===== src/rtl/nco_if.sv =====
// NCO control/sample bundle between the I2C control slave side and the core.
// Master drives the programming fields, slave returns the waveform samples.
interface nco_if #(
  parameter int ACC_W  = 64,
  parameter int DUTY_W = 16,
  parameter int OUT_W  = 12
);
  logic              enable;
  logic [1:0]        wave;
  logic [ACC_W-1:0]  frequency;
  logic [DUTY_W-1:0] duty_cycle;
  logic [OUT_W-1:0]  wave_out;
  logic              square_out;
  logic              sync_pulse;
  logic              running;

  modport master (
    output enable, wave, frequency, duty_cycle,
    input  wave_out, square_out, sync_pulse, running
  );

  modport slave (
    input  enable, wave, frequency, duty_cycle,
    output wave_out, square_out, sync_pulse, running
  );
endinterface


===== src/rtl/nco_waveform_core.sv =====
// Phase-accumulator waveform generator: square/saw/triangle samples with
// settings latched only at period boundaries so the output never glitches.
module nco_waveform_core #(
  parameter int ACC_W  = 64,
  parameter int DUTY_W = 16,
  parameter int OUT_W  = 12
) (
  input logic clk,
  input logic reset,
  nco_if.slave bus
);

  typedef enum logic [1:0] {
    IDLE,
    RUN,
    STOPPING
  } state_t;

  state_t            state;
  state_t            nxt;
  logic [ACC_W-1:0]  acc;
  logic [ACC_W-1:0]  freq_a;
  logic [DUTY_W-1:0] duty_a;
  logic [1:0]        wave_a;

  logic [ACC_W:0]    sum;
  logic              wrap;
  logic              zero_f;
  logic              load;
  logic              stop;
  logic              sq;
  logic [OUT_W-1:0]  p;
  logic [OUT_W-1:0]  t;
  logic [OUT_W-1:0]  sample;

  // Phase step and the sample shape derived from the current phase
  always_comb begin
    sum    = {1'b0, acc} + {1'b0, freq_a};
    wrap   = sum[ACC_W];
    zero_f = (freq_a == '0);
    p      = acc[ACC_W-1 -: OUT_W];
    t      = acc[ACC_W-2 -: OUT_W];
    sq     = (acc[ACC_W-1 -: DUTY_W] < duty_a);
    sample = '0;
    unique case (wave_a)
      2'b00: sample = sq ? {OUT_W{1'b1}} : '0;
      2'b01: sample = p;
      2'b10: sample = acc[ACC_W-1] ? ~t : t;
      2'b11: sample = ~p;
      default: sample = '0;
    endcase
  end

  // Next state, load points and the park decision
  always_comb begin
    nxt  = state;
    load = 1'b0;
    stop = 1'b0;
    unique case (state)
      IDLE: begin
        if (bus.enable) begin
          nxt  = RUN;
          load = 1'b1;
        end
      end
      RUN: begin
        if (!bus.enable && zero_f) begin
          stop = 1'b1;
        end else begin
          if (!bus.enable) nxt = STOPPING;
          load = wrap || zero_f;
        end
      end
      STOPPING: begin
        if (bus.enable) begin
          nxt  = RUN;
          load = wrap;
        end else if (wrap || zero_f) begin
          stop = 1'b1;
        end
      end
      default: stop = 1'b1;
    endcase
    if (stop) nxt = IDLE;
  end

  // State, accumulator, active settings and registered outputs
  always_ff @(posedge clk) begin
    if (!reset) begin
      state          <= IDLE;
      acc            <= '0;
      freq_a         <= '0;
      duty_a         <= '0;
      wave_a         <= '0;
      bus.wave_out   <= '0;
      bus.square_out <= 1'b0;
      bus.sync_pulse <= 1'b0;
      bus.running    <= 1'b0;
    end else begin
      state       <= nxt;
      bus.running <= (nxt != IDLE);
      if (state == IDLE || stop) begin
        acc            <= '0;
        bus.wave_out   <= '0;
        bus.square_out <= 1'b0;
        bus.sync_pulse <= 1'b0;
      end else begin
        acc            <= sum[ACC_W-1:0];
        bus.wave_out   <= sample;
        bus.square_out <= sq;
        bus.sync_pulse <= wrap;
      end
      if (load) begin
        freq_a <= bus.frequency;
        duty_a <= bus.duty_cycle;
        wave_a <= bus.wave;
      end
    end
  end

endmodule


===== src/flat_wrapper.sv =====
// flat-port wrapper written by rule: the top's interface ports become plain ports
module nco_waveform_core_flat 
#(
  parameter int ACC_W  = 64,
  parameter int DUTY_W = 16,
  parameter int OUT_W  = 12
)
  (clk, reset, bus_enable, bus_wave, bus_frequency, bus_duty_cycle, bus_wave_out, bus_square_out, bus_sync_pulse, bus_running);
  nco_if #(.ACC_W(ACC_W), .DUTY_W(DUTY_W), .OUT_W(OUT_W)) bus_i ();
  input logic clk;
  input logic reset;
  input wire logic [$bits(bus_i.enable)-1:0] bus_enable;
  input wire logic [$bits(bus_i.wave)-1:0] bus_wave;
  input wire logic [$bits(bus_i.frequency)-1:0] bus_frequency;
  input wire logic [$bits(bus_i.duty_cycle)-1:0] bus_duty_cycle;
  output wire logic [$bits(bus_i.wave_out)-1:0] bus_wave_out;
  output wire logic [$bits(bus_i.square_out)-1:0] bus_square_out;
  output wire logic [$bits(bus_i.sync_pulse)-1:0] bus_sync_pulse;
  output wire logic [$bits(bus_i.running)-1:0] bus_running;
  assign bus_i.enable = bus_enable;
  assign bus_i.wave = bus_wave;
  assign bus_i.frequency = bus_frequency;
  assign bus_i.duty_cycle = bus_duty_cycle;
  assign bus_wave_out = bus_i.wave_out;
  assign bus_square_out = bus_i.square_out;
  assign bus_sync_pulse = bus_i.sync_pulse;
  assign bus_running = bus_i.running;
  nco_waveform_core #(.ACC_W(ACC_W), .DUTY_W(DUTY_W), .OUT_W(OUT_W)) u_core (.clk(clk), .reset(reset), .bus(bus_i));
endmodule

===== config.mk =====
export PLATFORM = sky130hd
export DESIGN_NAME = nco_waveform_core_flat
export DESIGN_NICKNAME = d
export VERILOG_FILES = /design/src/rtl/nco_if.sv /design/src/rtl/nco_waveform_core.sv /design/src/flat_wrapper.sv
export SDC_FILE = /design/constraint.sdc
export NUM_CORES = 1
export LEC_CHECK = 0
export CORE_UTILIZATION = 34
export CTS_BUF_LIST = sky130_fd_sc_hd__clkbuf_16
export CTS_CLUSTER_SIZE = 30
export DETAILED_ROUTE_END_ITERATION = 10
export PLACE_DENSITY_LB_ADDON = 0.25
export SYNTH_ARGS = -nofsm -noshare
export SYNTH_HDL_FRONTEND = slang
export SYNTH_SLANG_ARGS = --single-unit

===== constraint.sdc =====
create_clock -name clk -period 6.1 [get_ports clk]
set_input_delay 1.525 -clock clk [delete_from_list [all_inputs] [get_ports clk]]
set_output_delay 1.525 -clock clk [all_outputs]
set_load 0.01 [all_outputs]

==> metrics.txt, run 1 <==
status=complete, no violations; largest net degree at the start of global routing=65; Critical Path Start Type=flip-flop; final setup margin=approximately 2.2 ns; CP max FO=56; max_slew headroom=22.5%; FMAX=about 260 MHz; fraction of layout cells with a size suffix above 1=between 4 and 5%; Finished Cell Area=11400 sq um; Placed Area=10900 sq um; # setup viols final=0; setup bufs post-CTS=0; hold path endpoint=u_core.duty_a[6]; Layout Utilization=41.0%; CP Class=flip-flop to flip-flop; worst path cell trace=ha_1, fa_1, a211oi_1, o21ai_2, nand3_2, a2111oi_4, o211ai_2, a2111oi_4, o41ai_2, o311ai_4, buf_4, nand3_1, o21ai_1; first-pass detailed-route iteration total=5; Reg2Reg Setup Slack=roughly 2.2 ns; Routed met2 length=between 10000 and 15000 um; Post-Place Cells=between 1500 and 2000; clk buf depth=2; DRC=0; # H-tree levels=4; Data arrival, critical path=4.27 ns; # clock sinks=roughly 160; syn nets=between 1000 and 1500; CP endpoint kind=flip-flop; Leakage=between 0.004 and 0.005 uW; Die Y=between 150 and 200 um; wl on met1=about 13000 um; first-pass GRT wire length=approximately 42000 um; Die Wd=171 um; Clock Latency Late Sink=around 0.44 ns; Clock Power Share=40.2%; Worst-path clk slew=approximately 0.070 ns; worst hold start=u_core.duty_a[6]; period utilization=roughly 64%; Place WS=2.28 ns; vias in the first global route=around 8300; CP most frequent cell=a2111oi_4; met3 wire len=approximately 1300 um; Fin Setup TNS=0 ns; count of different cell masters after synthesis=60; number of buffers created by CTS=17; CORE AREA=about 28000 sq um; Slew @ Worst Pin=between 1 and 1.5 ns; P per Cell Area=approximately 230 nW/um^2; Post-synth EDFFs=0; Crit Reg-Reg Startpoint=u_core.freq_a[0]; row cnt=61; CTS tree=yes; antenna violations before repair=0; # diodes=0; Combinational Power Share=~15%; nets=1467; Via density=~5.2; Switch Pwr=around 730 uW; MaxCap Viol Count=0; IO Pins=100; share of the synthesized area in the top cell type=33.6%; hpwl dp=~19000 um; total track usage=a little under a fifth; most common cell in the netlist=dfxtp_1; Sw Ratio=28.3%; largest area contributor in the netlist=dfxtp_1; DR WL/cell=15.2 um; initial DRC count=a little under 700; post-synthesis sequential area ratio=approximately 34%; top layer reached by signal wires=met4; Synth area leaders=dfxtp_1, ha_1, nand2_1; Crit path max-delay family=compound AO/OA/AOI/OAI gates; Post-synth ARST share=0%; # hold bufs at CTS=0; PortBufs=approximately 100; most instantiated cells after synthesis=dfxtp_1, nand2_1, a21oi_1; Crit Reg-Reg Endpoint=u_core.freq_a[3]; critical path's largest stage delay=0.56 ns; Non-Filler Instances=1693; crit path time final=between 3 and 4 ns; Synth Flop Type=dfxtp_1; YS warnings=0; skew final=0.0138 ns; Routed Antenna Nets=0; RD Place Congestion=~0.86; cts repair resizes=0; Register-to-Register Path Depth=13; Post-Syn Area=between 9000 and 10000 sq um; Sequential Power Share=45.1%; Root Buffer=clkbuf_16; synthesized area per cell=7.78 sq um; IR drop worst, VDD=0.210 mV; hold path depth=2; initial cell density of the core=about a third; Bufs and invs on worst path=1; Mapped Cells=around 1300; WP data required=between 6 and 7 ns; unrepaired setup endpoints after global routing=false; Slew Viols, Final=0; routed wire length=around 26000 um; #FFs+latches synth=163; Max stage delay cell, worst path=buf_4; area grow syn2layout=17.8%; Hold Vio Cnt, Final=0; Power Internal=approximately 1800 uW; GR Overflow Total=0; Hold Crit Class=flip-flop to flip-flop; DR vias=roughly 8800; Die Footprint=29300 sq um
[area by class of cell]
cell class | instances | area [sq um]
Sequential cell | 163 | 3260
Multi-Input combinational cell | 968 | 5940
Fill cell | 2878 | 16500
Tap cell | 378 | 473
Clock inverter | 15 | 133
Clock buffer | 17 | 425
Inverter | 45 | 169
Timing Repair Buffer | 107 | 1050
[routing by layer]
metal | GRT usage (%) | vias to the layer above
li1 | - | 4521
met1 | 25.4 | 4038
met2 | 28.6 | 236
met3 | 2.96 | 23
met4 | 5.51 | 0
met5 | 0 | -
[worst max path at each step]
| stage | startpoint | slack [ns] | end | cells after the start |
|---|---|---|---|---|
| global placement | bus_enable | 2.40 | u_core.acc[6] | 6 |
| finish | u_core.freq_a[0] | 2.19 | u_core.freq_a[3] | 13 |
| CTS | u_core.freq_a[0] | 2.24 | u_core.freq_a[63] | 13 |
| detailed placement | u_core.freq_a[0] | 2.28 | u_core.freq_a[7] | 13 |
| floorplan | u_core.freq_a[0] | 3.01 | u_core.freq_a[10] | 15 |
| global route | u_core.freq_a[0] | 1.93 | u_core.freq_a[11] | 13 |
[power groups by stage]
stage / logic, uW / registers [uW] / clock network (uW)
final: 380 / 1160 / 1040
after global routing: 426 / 1170 / 1100
after CTS: 380 / 1160 / 1060
after detailed placement: 377 / 1190 / 0
after global placement: 375 / 1190 / 0
after floorplan: 257 / 1170 / 0
[worst reg2reg max path, cell delays in order (launching register included)]
cell and delay [ns]:
dfxtp_1 0.38, ha_1 0.20, fa_1 0.24, a211oi_1 0.12
o21ai_2 0.22, nand3_2 0.15, a2111oi_4 0.44, o211ai_2 0.18
a2111oi_4 0.44, o41ai_2 0.19, o311ai_4 0.44, buf_4 0.56
nand3_1 0.18, o21ai_1 0.10
[layout by cell type (no fill, tap or decap), drive strengths merged, types with 21 or more instances in the layout]
master / netlist / final
dfxtp: 163 / 163
nand2: 157 / 157
o21ai: 141 / 141
a21oi: 109 / 109
nor2: 101 / 101
clkdlybuf4s50: 0 / 98
nand3: 93 / 93
ha: 79 / 79
inv: 45 / 51
a21o: 44 / 44
xnor2: 35 / 35
xor2: 32 / 32
nand4: 21 / 21
[cell families (layout without fill, tap and decap cells)]
kind of cell,Yosys count,in the layout,synth area share [%]
AO/OA/AOI/OAI,377,377,23.7
XOR/XNOR,67,67,6.04
adder cells (fa/ha/maj),80,80,10.4
buffers and inverters,119,184,5.48
flip-flops,163,163,33.6
multiplexers,1,1,0.103
AND/OR/NAND/NOR,443,443,20.7
[sequential cells by signal (all words and copies together) (netlist names)]
name,flops
u_core.duty_a,16
u_core.state,2
u_core.bus.running,1
u_core.bus.square_out,1
u_core.freq_a,64
u_core.bus.sync_pulse,1
u_core.wave_a,2
u_core.acc,64
u_core.bus.wave_out,12
[per-stage QoR]
step	total power [uW]	hold slack (ns)
finish	2580	0.449
global route	2700	0.472
CTS	2610	0.455
detailed placement	1570	0.440
global placement	1560	0.437
floorplan	1430	0.428
Note: power is estimated with default switching activity, not from simulation.
==> run 2: changes to the inputs <==
Clock period 6.1 ns to 3.63 ns, I/O delays scaled along.
==> metrics.txt, run 2 (same netlist as run 1, synthesis figures left out) <==
status=complete, no violations; initial cell density of the core=34.8%; first-pass GRT wire length=between 40000 and 50000 um; # hold bufs at CTS=0; CP max FO=34; Clock Latency Late Sink=around 0.44 ns; hpwl dp=19200 um; Power Internal=roughly 3300 uW; Non-Filler Instances=approximately 1700; IR drop worst, VDD=0.349 mV; routed wire length=~28000 um; CTS tree=yes; Die Footprint=around 29000 sq um; Layout Utilization=42.9%; Fin Setup TNS=0 ns; Slew @ Worst Pin=between 1 and 1.5 ns; Combinational Power Share=approximately 16%; Switch Pwr=roughly 1300 uW; MaxCap Viol Count=0; # clock sinks=163; Register-to-Register Path Depth=13; Data arrival, critical path=a little under 4 ns; FMAX=approximately 280 MHz; Die Wd=171 um; area grow syn2layout=23.2%; PortBufs=between 90 and 100; crit path time final=between 3 and 4 ns; first-pass detailed-route iteration total=5; P per Cell Area=around 380 nW/um^2; Hold Crit Class=flip-flop to flip-flop; Slew Viols, Final=0; Worst-path clk slew=around 0.07 ns; Reg2Reg Setup Slack=0.11 ns; antenna violations before repair=0; DR WL/cell=16.3 um; CP Class=flip-flop to flip-flop; Critical Path Start Type=flip-flop; Root Buffer=clkbuf_16; # fillers=between 2000 and 3000; most frequent cells in the layout=dfxtp_1, nand2_1, a21oi_1; nets=between 1000 and 1500; Crit Reg-Reg Startpoint=u_core.freq_a[10]; GR Overflow Total=0; most common cell after layout, fill and taps aside=dfxtp_1; # diodes=0; skew final=0.0132 ns; Crit. Startpoint=u_core.freq_a[10]; # setup viols final=0; Post-Place Cells=around 1700; Sequential Power Share=between 40% and 50%; Routed Antenna Nets=0; CP endpoint kind=flip-flop; row cnt=61; number of buffers created by CTS=17; # H-tree levels=4; RD Place Congestion=approximately 0.9; CORE AREA=27900 sq um; WP data required=4.01 ns; largest net degree at the start of global routing=around 170; clk buf depth=2; Min Hold Slack=between 0.4 and 0.5 ns; period utilization=97.0%; Die Y=between 150 and 200 um; fraction of layout cells with a size suffix above 1=under 10%; Leakage=approximately 0.0048 uW; vias in the first global route=~8500; IO Pins=100; DRC=0; max_slew headroom=31.6%; Clock Power Share=41.6%; Crit Reg-Reg Endpoint=u_core.freq_a[18]; Hold Vio Cnt, Final=0; DR vias=9039; Sw Ratio=~28%; Tot Pwr=between 4000 and 5000 uW; Critical Path Sink=u_core.freq_a[18]; initial DRC count=803; biggest regs=u_core.acc: 64 flops, u_core.freq_a: 64 flops, u_core.duty_a: 16 flops; total track usage=18.7%; Via density=roughly 5.2
==> run 2: cell count changes in the layout (fill, tap and decap cells not counted), sizes merged <==
cell	before	now
inv	51	50
buf	9	35
clkinv	5	2
clkinvlp	3	5
bufinv	1	3
clkbuf	17	22
==> run 2: repair_timing <==
action / 4_1_cts / 5_1_grt
setup buffers: 2 / 4
pin swaps: 2 / 8
gates resized for setup: 1 / 16
endpoints found under the setup margin: 5 / 83
cloned: 1 / 6
==> run 2: layout make-up <==
| class | instances | area (sq um) | area share [%] |
|---|---|---|---|
| Clock inverter | 15 | 183 | 1.52 |
| Tap cell | 378 | 473 | 3.95 |
| Clock buffer | 17 | 425 | 3.55 |
| Inverter | 45 | 169 | 1.41 |
| Sequential cell | 163 | 3260 | 27.3 |
| Multi-Input combinational cell | 968 | 5980 | 49.9 |
| Timing Repair Buffer | 138 | 1490 | 12.4 |
==> run 2: critical path, stage by stage, from the launching register on <==
cell	delay, ns
dfxtp_1	0.33
ha_1	0.38
nand2_1	0.08
o22ai_1	0.27
nor2b_1	0.14
a2111oi_4	0.44
o211ai_2	0.19
a2111oi_4	0.47
o41ai_4	0.19
o311ai_4	0.32
buf_12	0.22
clkbuf_16	0.24
nand3_1	0.09
o21ai_1	0.10
==> run 2: stage by stage <==
step	cell area, sq um	setup slack, ns
after global routing	12000	-0.0150
after detailed placement	11100	0.0348
final	12000	0.108
after global placement	11100	0.150
after CTS	11800	0.0368
after floorplan	9720	0.542
==> run 2: power by group through the flow <==
stage                     Sequential, uW  Clock (uW)  Combinational [uW]
after floorplan                     1970           0                 433
after global placement              1990           0                 655
after detailed placement            1990           0                 662
after CTS                           1950        1950                 680
after global routing                1960        2020                 799
final                               1950        1910                 723
==> run 2: per-layer routing <==
metal / global-route usage (%) / part of all wire [%] / up-vias
li1: - / - / 4595
met1: 26.0 / 49 / 4191
met2: 29.3 / 45 / 218
met3: 3.10 / 4.5 / 35
met4: 5.55 / 1.9 / 0
met5: 0 / 0 / -
==> run 2: worst min-delay path by stage <==
stage                             end              start  depth (start not counted)  slack (ns)
floorplan           u_core.duty_a[10]  u_core.duty_a[10]                          2        0.43
global placement    u_core.duty_a[13]  u_core.duty_a[13]                          2        0.44
detailed placement   u_core.duty_a[6]   u_core.duty_a[6]                          2        0.44
CTS                 u_core.duty_a[10]  u_core.duty_a[10]                          2        0.45
global route         u_core.duty_a[6]   u_core.duty_a[6]                          2        0.47
finish               u_core.duty_a[6]   u_core.duty_a[6]                          2        0.45
==> run 3: changes to the inputs <==
Settings changed: ABC_CLOCK_PERIOD_IN_PS set to 4000.
Clock period 3.63 ns to 4 ns, I/O delays scaled along.
==> metrics.txt, run 3 (same netlist as run 1, synthesis figures left out) <==
Non-Filler Instances=between 1500 and 2000; most frequent cells in the layout=dfxtp_1, nand2_1, a21oi_1; row cnt=61; # diodes=0; clk buf depth=2; # setup viols final=0; # clock sinks=approximately 160; Hold Vio Cnt, Final=0; Data arrival, critical path=between 4 and 5 ns; WP data required=~4.3 ns; CP max FO=37; setup bufs post-CTS=0; crit path time final=roughly 3.7 ns; P per Cell Area=around 360 nW/um^2; DR WL/cell=around 15 um; CTS tree=yes; MaxCap Viol Count=0; max_slew headroom=approximately 43%; Critical Path Start Type=flip-flop; first-pass detailed-route iteration total=5; period utilization=about nine tenths; FMAX=272 MHz; number of buffers created by CTS=17; Die Wd=approximately 170 um; # hold bufs at CTS=0; Post-Place Cells=approximately 1700; hpwl dp=roughly 19000 um; GR Overflow Total=0; status=complete, no violations; total track usage=18.1%; Root Buffer=clkbuf_16; Die Y=roughly 170 um; first-pass GRT wire length=between 40000 and 50000 um; PortBufs=about 100; most common cell after layout, fill and taps aside=dfxtp_1; CORE AREA=about 28000 sq um; CP endpoint kind=flip-flop; # H-tree levels=4; CP Class=flip-flop to flip-flop; Crit Reg-Reg Startpoint=u_core.freq_a[0]; Routed Antenna Nets=0; area grow syn2layout=19.3%; IO Pins=100; # fillers=2888; skew final=approximately 0.015 ns; DR vias=8798; nets=between 1000 and 1500; vias in the first global route=8086; IR drop worst, VDD=slightly below 0.3 mV; Slew Viols, Final=0; antenna violations before repair=0; Clock Latency Late Sink=0.44 ns; unrepaired setup endpoints after global routing=false; biggest regs=u_core.acc: 64 flops, u_core.freq_a: 64 flops, u_core.duty_a: 16 flops; worst hold start=u_core.duty_a[10]; Min Hold Slack=approximately 0.45 ns; initial cell density of the core=a little over a third; cts repair resizes=0; Hold Crit Class=flip-flop to flip-flop; largest net degree at the start of global routing=64; DRC=0; Register Area=roughly 3300 sq um; routed wire length=approximately 26000 um; Leakage=roughly 0.0046 uW; Die Footprint=29300 sq um; area of the multi-input gates=about 5900 sq um; Crit. Startpoint=u_core.freq_a[0]; Via density=~5.2; Fin Setup TNS=0 ns; Worst-path clk slew=approximately 0.07 ns; Slew @ Worst Pin=between 0.8 and 0.9 ns; fraction of layout cells with a size suffix above 1=~4.7%; RD Place Congestion=0.883; initial DRC count=around 610
run 3: cell types whose count changed in the layout (fill, tap and decap cells not counted), sizes merged:
cell      delta
clkbuf       -5
buf         -19
clkinv       +1
inv          +2
clkinvlp     -3
run 3: worst paths after layout:
kind | cells after the start | slack (ns) | endpoint
worst max-delay path | 14 | 0.33 | u_core.freq_a[18]
worst min-delay path | 2 | 0.45 | u_core.duty_a[10]
worst max register to register | 14 | 0.33 | u_core.freq_a[18]
worst min register to register | 2 | 0.45 | u_core.duty_a[10]
run 3: worst max-delay path, stage by stage (launching register included):
cell and delay (ns):
dfxtp_1 0.36, ha_1 0.19, fa_1 0.23, a211oi_1 0.12, o21ai_2 0.23, nand3_2 0.14
a2111oi_4 0.46, o211ai_2 0.16, a2111oi_4 0.45, o41ai_2 0.19, o311ai_4 0.31, buf_12 0.27
buf_12 0.20, nand3_1 0.10, o21ai_1 0.16
run 3: cell type report:
cell class,instances,share of cell area (%)
clock buffers,17,3.67
clock inverters,15,1.68
multi-input cells,968,51.2
flip-flops and latches,163,28.1
repair buffers,114,9.82
well taps,378,4.08
inverters,45,1.46
run 3: layer usage:
metal / global-route usage [%] / vias up / wire length (um)
li1: - / 4553 / -
met1: 25.3 / 4030 / 13000
met2: 28.7 / 194 / 11500
met3: 2.85 / 21 / 1020
met4: 4.77 / 0 / 295
met5: 0 / - / 0
run 3: power breakdown:
group | leakage (uW) | internal [uW] | switching [uW]
clock | 0.000298 | 1000 | 761
sequential | 0.00133 | 1700 | 72.0
combinational | 0.00296 | 266 | 326
total | 0.00459 | 2970 | 1160
run 3: through the flow:
stage | setup slack (ns) | util [%] | power [uW] | cell area, sq um
after floorplan | 0.912 | - | 2180 | 9720
after global placement | 0.396 | 39.3 | 2400 | 11000
after detailed placement | 0.383 | 39.3 | 2400 | 11000
after CTS | 0.357 | 41.5 | 4170 | 11600
after global routing | 0.0498 | 41.5 | 4320 | 11600
final | 0.327 | 41.5 | 4130 | 11600
